$ cat src/rtl/lz77_pkg.sv
// Shared LZ77 definitions: field widths, window depth, terminator and FSM states.
package lz77_pkg;

  localparam int unsigned SEARCH_DEPTH = 9;
  localparam int unsigned DATA_W       = 8;
  localparam int unsigned OFF_W        = 4;
  localparam int unsigned LEN_W        = 3;
  localparam int unsigned CNT_W        = 12;

  localparam logic [DATA_W-1:0] TERM_CHAR = 8'h24;

  typedef enum logic [1:0] {
    IDLE = 2'd0,
    COPY = 2'd1,
    LIT  = 2'd2,
    DONE = 2'd3
  } state_e;

  // One LZ77 codeword as carried from the encoder to the decoder.
  typedef struct packed {
    logic [OFF_W-1:0]  offset;
    logic [LEN_W-1:0]  match_len;
    logic [DATA_W-1:0] char_nxt;
  } codeword_t;

endpackage

$ cat src/rtl/lz77_decoder_if.sv
// Codeword-in / character-out bus of the LZ77 decoder.
//   in_valid/in_ready : codeword handshake (offset, match_len, char_nxt)
//   out_valid/out_char: one decoded character per pulse
//   finish, char_count: sticky end-of-stream flag and emitted-character count
interface lz77_decoder_if;
  import lz77_pkg::*;

  logic              in_valid;
  logic              in_ready;
  logic [OFF_W-1:0]  offset;
  logic [LEN_W-1:0]  match_len;
  logic [DATA_W-1:0] char_nxt;
  logic              out_valid;
  logic [DATA_W-1:0] out_char;
  logic              finish;
  logic [CNT_W-1:0]  char_count;

  // Decoder side.
  modport slave (
    input  in_valid, offset, match_len, char_nxt,
    output in_ready, out_valid, out_char, finish, char_count
  );

  // Codeword source / character sink side.
  modport master (
    output in_valid, offset, match_len, char_nxt,
    input  in_ready, out_valid, out_char, finish, char_count
  );

endinterface

$ cat src/rtl/lz77_hist_buf.sv
// LZ77 history (search) window: a DEPTH-entry shift register, newest at index 0.
//   clk, rst       : clock, asynchronous active-high clear of all entries
//   push_en        : shift history by one and insert push_data at index 0
//   push_data      : character to insert
//   rd_idx         : entry to read (0 = most recent)
//   rd_data_c      : combinational read; 0 when rd_idx >= DEPTH
module lz77_hist_buf
  import lz77_pkg::*;
#(
  parameter int unsigned DEPTH = SEARCH_DEPTH,
  parameter int unsigned W     = DATA_W,
  parameter int unsigned IDX_W = OFF_W
) (
  input  logic             clk,
  input  logic             rst,
  input  logic             push_en,
  input  logic [W-1:0]     push_data,
  input  logic [IDX_W-1:0] rd_idx,
  output logic [W-1:0]     rd_data_c
);

  logic [W-1:0] hist_q [DEPTH];
  logic [W-1:0] hist_d [DEPTH];

  // Next history: shift toward older entries on push.
  always_comb begin
    hist_d = hist_q;
    if (push_en) begin
      hist_d[0] = push_data;
      for (int i = 1; i < int'(DEPTH); i++) begin
        hist_d[i] = hist_q[i-1];
      end
    end
  end

  always_ff @(posedge clk or posedge rst) begin
    if (rst) begin
      for (int i = 0; i < int'(DEPTH); i++) begin
        hist_q[i] <= '0;
      end
    end else begin
      hist_q <= hist_d;
    end
  end

  // Indexed read; indices past the window fall through to zero.
  always_comb begin
    rd_data_c = '0;
    for (int i = 0; i < int'(DEPTH); i++) begin
      if (int'(rd_idx) == i) begin
        rd_data_c = hist_q[i];
      end
    end
  end

endmodule

$ cat src/rtl/lz77_decoder.sv
// Streaming LZ77 decoder: turns (offset, match_len, char_nxt) codewords back into
// the original character stream at up to one character per cycle.
//   clk, reset : clock, asynchronous active-high reset
//   dec        : lz77_decoder_if.slave -- codeword handshake in, characters out,
//                sticky finish and a 12-bit wrapping count of emitted characters
module lz77_decoder
  import lz77_pkg::*;
(
  input  logic           clk,
  input  logic           reset,
  lz77_decoder_if.slave  dec
);

  state_e            state_q, state_d;
  codeword_t         cw_q, cw_d;
  logic              in_ready_q, in_ready_d;
  logic              out_valid_q, out_valid_d;
  logic [DATA_W-1:0] out_char_q, out_char_d;
  logic              finish_q, finish_d;
  logic [CNT_W-1:0]  cnt_q, cnt_d;

  logic              push_en_c;
  logic [DATA_W-1:0] push_data_c;
  logic [DATA_W-1:0] rd_data_c;

  lz77_hist_buf #(
    .DEPTH (SEARCH_DEPTH),
    .W     (DATA_W),
    .IDX_W (OFF_W)
  ) u_hist (
    .clk       (clk),
    .rst       (reset),
    .push_en   (push_en_c),
    .push_data (push_data_c),
    .rd_idx    (cw_q.offset),
    .rd_data_c (rd_data_c)
  );

  // Next-state and output decode. The latched match_len doubles as the
  // remaining-copy counter. Each copied char is pushed as it is emitted, so
  // overlapping matches (offset < match_len) read back their own output.
  always_comb begin
    state_d     = state_q;
    cw_d        = cw_q;
    out_valid_d = 1'b0;
    out_char_d  = out_char_q;
    finish_d    = finish_q;
    push_en_c   = 1'b0;
    push_data_c = rd_data_c;

    unique case (state_q)
      IDLE: begin
        if (dec.in_valid && in_ready_q) begin
          cw_d.offset    = dec.offset;
          cw_d.match_len = dec.match_len;
          cw_d.char_nxt  = dec.char_nxt;
          state_d        = (dec.match_len != '0) ? COPY : LIT;
        end
      end
      COPY: begin
        out_valid_d    = 1'b1;
        out_char_d     = rd_data_c;
        push_en_c      = 1'b1;
        push_data_c    = rd_data_c;
        cw_d.match_len = cw_q.match_len - LEN_W'(1);
        if (cw_q.match_len == LEN_W'(1)) begin
          state_d = LIT;
        end
      end
      LIT: begin
        if (cw_q.char_nxt == TERM_CHAR) begin
          finish_d = 1'b1;
          state_d  = DONE;
        end else begin
          out_valid_d = 1'b1;
          out_char_d  = cw_q.char_nxt;
          push_en_c   = 1'b1;
          push_data_c = cw_q.char_nxt;
          state_d     = IDLE;
        end
      end
      DONE: begin
        state_d = DONE;
      end
      default: begin
        state_d = IDLE;
      end
    endcase

    in_ready_d = (state_d == IDLE);
    cnt_d      = out_valid_d ? (cnt_q + CNT_W'(1)) : cnt_q;
  end

  always_ff @(posedge clk or posedge reset) begin
    if (reset) begin
      state_q     <= IDLE;
      cw_q        <= '0;
      in_ready_q  <= 1'b1;
      out_valid_q <= 1'b0;
      out_char_q  <= '0;
      finish_q    <= 1'b0;
      cnt_q       <= '0;
    end else begin
      state_q     <= state_d;
      cw_q        <= cw_d;
      in_ready_q  <= in_ready_d;
      out_valid_q <= out_valid_d;
      out_char_q  <= out_char_d;
      finish_q    <= finish_d;
      cnt_q       <= cnt_d;
    end
  end

  assign dec.in_ready   = in_ready_q;
  assign dec.out_valid  = out_valid_q;
  assign dec.out_char   = out_char_q;
  assign dec.finish     = finish_q;
  assign dec.char_count = cnt_q;

endmodule

$ cat src/flat_wrapper.sv
// flat-port wrapper written by rule: the top's interface ports become plain ports
module lz77_decoder_flat import lz77_pkg::*;
  (clk, reset, dec_in_valid, dec_offset, dec_match_len, dec_char_nxt, dec_in_ready, dec_out_valid, dec_out_char, dec_finish, dec_char_count);
  lz77_decoder_if dec_i ();
  input  logic clk;
  input  logic reset;
  input wire logic [$bits(dec_i.in_valid)-1:0] dec_in_valid;
  input wire logic [$bits(dec_i.offset)-1:0] dec_offset;
  input wire logic [$bits(dec_i.match_len)-1:0] dec_match_len;
  input wire logic [$bits(dec_i.char_nxt)-1:0] dec_char_nxt;
  output wire logic [$bits(dec_i.in_ready)-1:0] dec_in_ready;
  output wire logic [$bits(dec_i.out_valid)-1:0] dec_out_valid;
  output wire logic [$bits(dec_i.out_char)-1:0] dec_out_char;
  output wire logic [$bits(dec_i.finish)-1:0] dec_finish;
  output wire logic [$bits(dec_i.char_count)-1:0] dec_char_count;
  assign dec_i.in_valid = dec_in_valid;
  assign dec_i.offset = dec_offset;
  assign dec_i.match_len = dec_match_len;
  assign dec_i.char_nxt = dec_char_nxt;
  assign dec_in_ready = dec_i.in_ready;
  assign dec_out_valid = dec_i.out_valid;
  assign dec_out_char = dec_i.out_char;
  assign dec_finish = dec_i.finish;
  assign dec_char_count = dec_i.char_count;
  lz77_decoder u_core (.clk(clk), .reset(reset), .dec(dec_i));
endmodule
$ cat config.mk
export PLATFORM = sky130hd
export DESIGN_NAME = lz77_decoder_flat
export DESIGN_NICKNAME = d
export VERILOG_FILES = /design/src/rtl/lz77_pkg.sv /design/src/rtl/lz77_decoder_if.sv /design/src/rtl/lz77_hist_buf.sv /design/src/rtl/lz77_decoder.sv /design/src/flat_wrapper.sv
export SDC_FILE = /design/constraint.sdc
export NUM_CORES = 1
export LEC_CHECK = 0
export CAP_MARGIN = 0
export CORE_MARGIN = 4
export CORE_UTILIZATION = 59
export CTS_CLUSTER_DIAMETER = 60
export DETAILED_ROUTE_END_ITERATION = 12
export GPL_TIMING_DRIVEN = 1
export PLACE_DENSITY = 0.8
export SLEW_MARGIN = 20
export SYNTH_ARGS = -nofsm -noshare
export SYNTH_HDL_FRONTEND = slang
export SYNTH_SLANG_ARGS = --single-unit
$ cat constraint.sdc
create_clock -name clk -period 4.2 [get_ports clk]
set_clock_uncertainty 0.05 [all_clocks]
set_input_delay 0.84 -clock clk [delete_from_list [all_inputs] [get_ports clk]]
set_output_delay 0.84 -clock clk [all_outputs]
set_load 0.1 [all_outputs]
==> impl_metrics.toml <==
[worst_setup_path]
slowest_delay_ns = 1.14
cp_max_fo = 3
path_buf_inv = 1
critPathLaunch = "u_core.dec.in_ready"
worst-path-stages = 1
path_delay_family = "buffers and inverters"
r2r-end = "u_core.u_hist.hist_q[15]"
crit_path_end_kind = "output port"
worstPathRequired_ns = 3.31
reg2reg_from = "u_core.state_q[0]"
r2r_slack_ns = 1.32
crit_path_start_kind = "register"
cp_cell_sequence = "clkdlybuf4s50_1"
critical_path_arrival_ns = 2.06
crit_path_end = "dec_in_ready"
rr_worst_depth = 7
crit_slowest_cell = "clkdlybuf4s50_1"
criticalPathCategory = "register to output port"

[finish]
final_cell_mix = "nand2_1 (214), dfrtp_1 (111), clkdlybuf4s50_1 (40)"
utilization_pct = 68.5
final_common_cell = "nand2_1"
n_fill_cell = 712
final_nets = 633
area_delta_synth_final_pct = 10.9
antennaDiodeCount = 0
fin_area_um2 = 6090
drive_gt1_share_pct = 8.66

[sta]
hold_violations = 0
fmax_mhz = 339
period_needed_ns = 2.95
tightestPinTransition_ns = 1.02
grt_setup_unrepaired = "no"
fin_crit_sh_pct = 70.3
finalMaxSlewViolations = 0
tns_ns = 0
relSlewSlack_pct = 32.0
setup_violations = 0

[cts]
tritoncts = "done"
numCtsBuffers = 9
cts_max_level = 3
cts_setup_buffers = 0
clk_pin_slew_ns = 0.10
cts-root-buf = "clkbuf_8"
holdBufCountCts = 0
cts.sink_count = 112
clk_latency_ns = 0.38
clockBufferDepth = 2
cts_resized = 0

[logic_synthesis]
synth_edf_count = 0
ys_seq_area_share_pct = 51.1
async_reset_ff_share_pct = 100
synth_top_family_by_area = "simple AND/OR/NAND/NOR gates"
synth_warnings = 0
syn_nets = 608
synth.avg_cell_area_um2 = 9.43
synth_area_um2 = 5490
synthCells = 582
post_synth_and_or_nand_nor_area_fraction_pct = 23.3
synth_flop_cell = "dfrtp_1"
synth_compound_area_share_pct = 11.8
yosys-mux-area-fraction_pct = 6.36
yosysUniqueCellTypes = 59
synth-xor-area-share_pct = 1.75
synth-seq-cells = 112
synth_fa_ha_area_share_pct = 1.82

[grt]
antenna_found_initial = 0
grt_max_degree = 62
gr-usage-all-layers_pct = 22.0
grt_pass1_vias = 4012
grt_overflow = 0
grt_pass1_wl_um = 19500

[routing]
wl_per_cell_um = 15.9
wl_um = 11400
route.detailed.drc = 0
viasPerCell = 5.77
vias = 4156
dr.pass1.iters = 5
drtIter0Drc = 222
final_antenna_net_count = 0

[power_and_ir_drop]
p_sw_share_pct = 22.9
internal_power_mw = 1.32
p_sw_mw = 0.392
power_frac_seq_pct = 63.0
clockPowerShare_pct = 34.7
p_leak_nw = 2.95
power-per-cell-area_nw_per_um2 = 281
ir_drop_uv = 245
power_frac_comb_pct = 2.3

[floorplanning]
rows = 34
dieHeight_um = 104
die-area_um2 = 10900
core-area_um2 = 8890
io_pins = 41
die_w_um = 104
initial_core_util_pct = 61.8

[run]
cap_violations = 0

[placement]
dp_hpwl_um = 7900
placed_cell_area_um2 = 5910
gp_congestion = 0.812
io_buffers = 40

[outcome]
status = "finished, final reports clean"

[min_path]
holdCritPathClass = "register to register"
-- power by group through the flow --
stage | Sequential, mW | Clock, mW | Combinational (mW)
3_5_place_dp | 1.10 | 0 | 0.0410
2_1_floorplan | 1.10 | 0 | 0.0158
5_1_grt | 1.08 | 0.657 | 0.0450
6_report | 1.08 | 0.593 | 0.0390
4_1_cts | 1.08 | 0.612 | 0.0411
3_3_place_gp | 1.10 | 0 | 0.0398
-- state kept, by name (all words and copies together) (netlist names) --
signal / count
u_core.dec.out_char: 8
u_core.u_hist.hist_q: 72
u_core.dec.out_valid: 1
u_core.dec.finish: 1
u_core.state_q: 2
u_core.cw_q: 15
u_core.dec.char_count: 12
u_core.dec.in_ready: 1
-- cell type report --
cell class,count,area [um2],area share [%]
Multi-Input combinational cell,426,2470,40.6
Inverter,11,43.8,0.719
Clock inverter,6,52.6,0.863
Clock buffer,10,128,2.10
Tap cell,108,135,2.22
Timing Repair Buffer,47,453,7.44
Sequential cell,112,2800,46.1
-- cells by family after synthesis --
kind of cell             count (synthesis)
AND/OR/NAND/NOR                        286
flip-flops                             112
AO/OA/AOI/OAI                           88
buffers and inverters                   44
multiplexers                            33
XOR/XNOR                                11
adder cells (fa/ha/maj)                  8
-- synthesized netlist by cell type (6+ instances only) --
master	number	share of area, %
nand2_1	214	15
a221o_1	10	1.8
buf_2	18	1.6
dfrtp_1	111	51
nand3_1	8	0.73
xor2_1	6	0.96
a21oi_1	21	1.9
ha_1	8	1.8
mux2_2	15	3.1
clkbuf_1	10	0.68
nand2b_1	9	1.0
o31ai_1	7	0.96
nor2_1	8	0.55
nor3_1	10	0.91
o21ai_0	15	1.4
inv_1	10	0.68
mux2i_1	18	3.3
-- through the flow --
| step | setup WS [ns] | hold WS [ns] | power (mW) | instances |
|---|---|---|---|---|
| global placement | 1.46 | 0.403 | 1.14 | 704 |
| finish | 1.25 | 0.445 | 1.71 | 720 |
| floorplan | 0.353 | 0.396 | 1.11 | 582 |
| CTS | 1.22 | 0.442 | 1.73 | 720 |
| global route | 1.01 | 0.461 | 1.78 | 720 |
| detailed placement | 1.32 | 0.417 | 1.14 | 704 |
-- how the worst min path moves through the flow --
stage	from	end	depth (start not counted)
global route	u_core.dec.char_count[11]	u_core.dec.char_count[11]	1
floorplan	u_core.u_hist.hist_q[0]	u_core.u_hist.hist_q[0]	2
detailed placement	u_core.u_hist.hist_q[5]	u_core.u_hist.hist_q[5]	2
global placement	u_core.dec.finish	u_core.dec.finish	1
CTS	u_core.u_hist.hist_q[5]	u_core.u_hist.hist_q[5]	2
finish	u_core.dec.char_count[11]	u_core.dec.char_count[11]	1
-- metal layers --
| layer | track usage (%) | up-vias | wire length, um |
|---|---|---|---|
| met5 | 0 | - | 0 |
| met4 | 7.69 | 0 | 153 |
| met3 | 5.34 | 15 | 569 |
| met2 | 34.0 | 110 | 5380 |
| met1 | 30.5 | 2011 | 5320 |
| li1 | - | 2020 | - |
No activity file was read; power rests on OpenSTA's default activity.
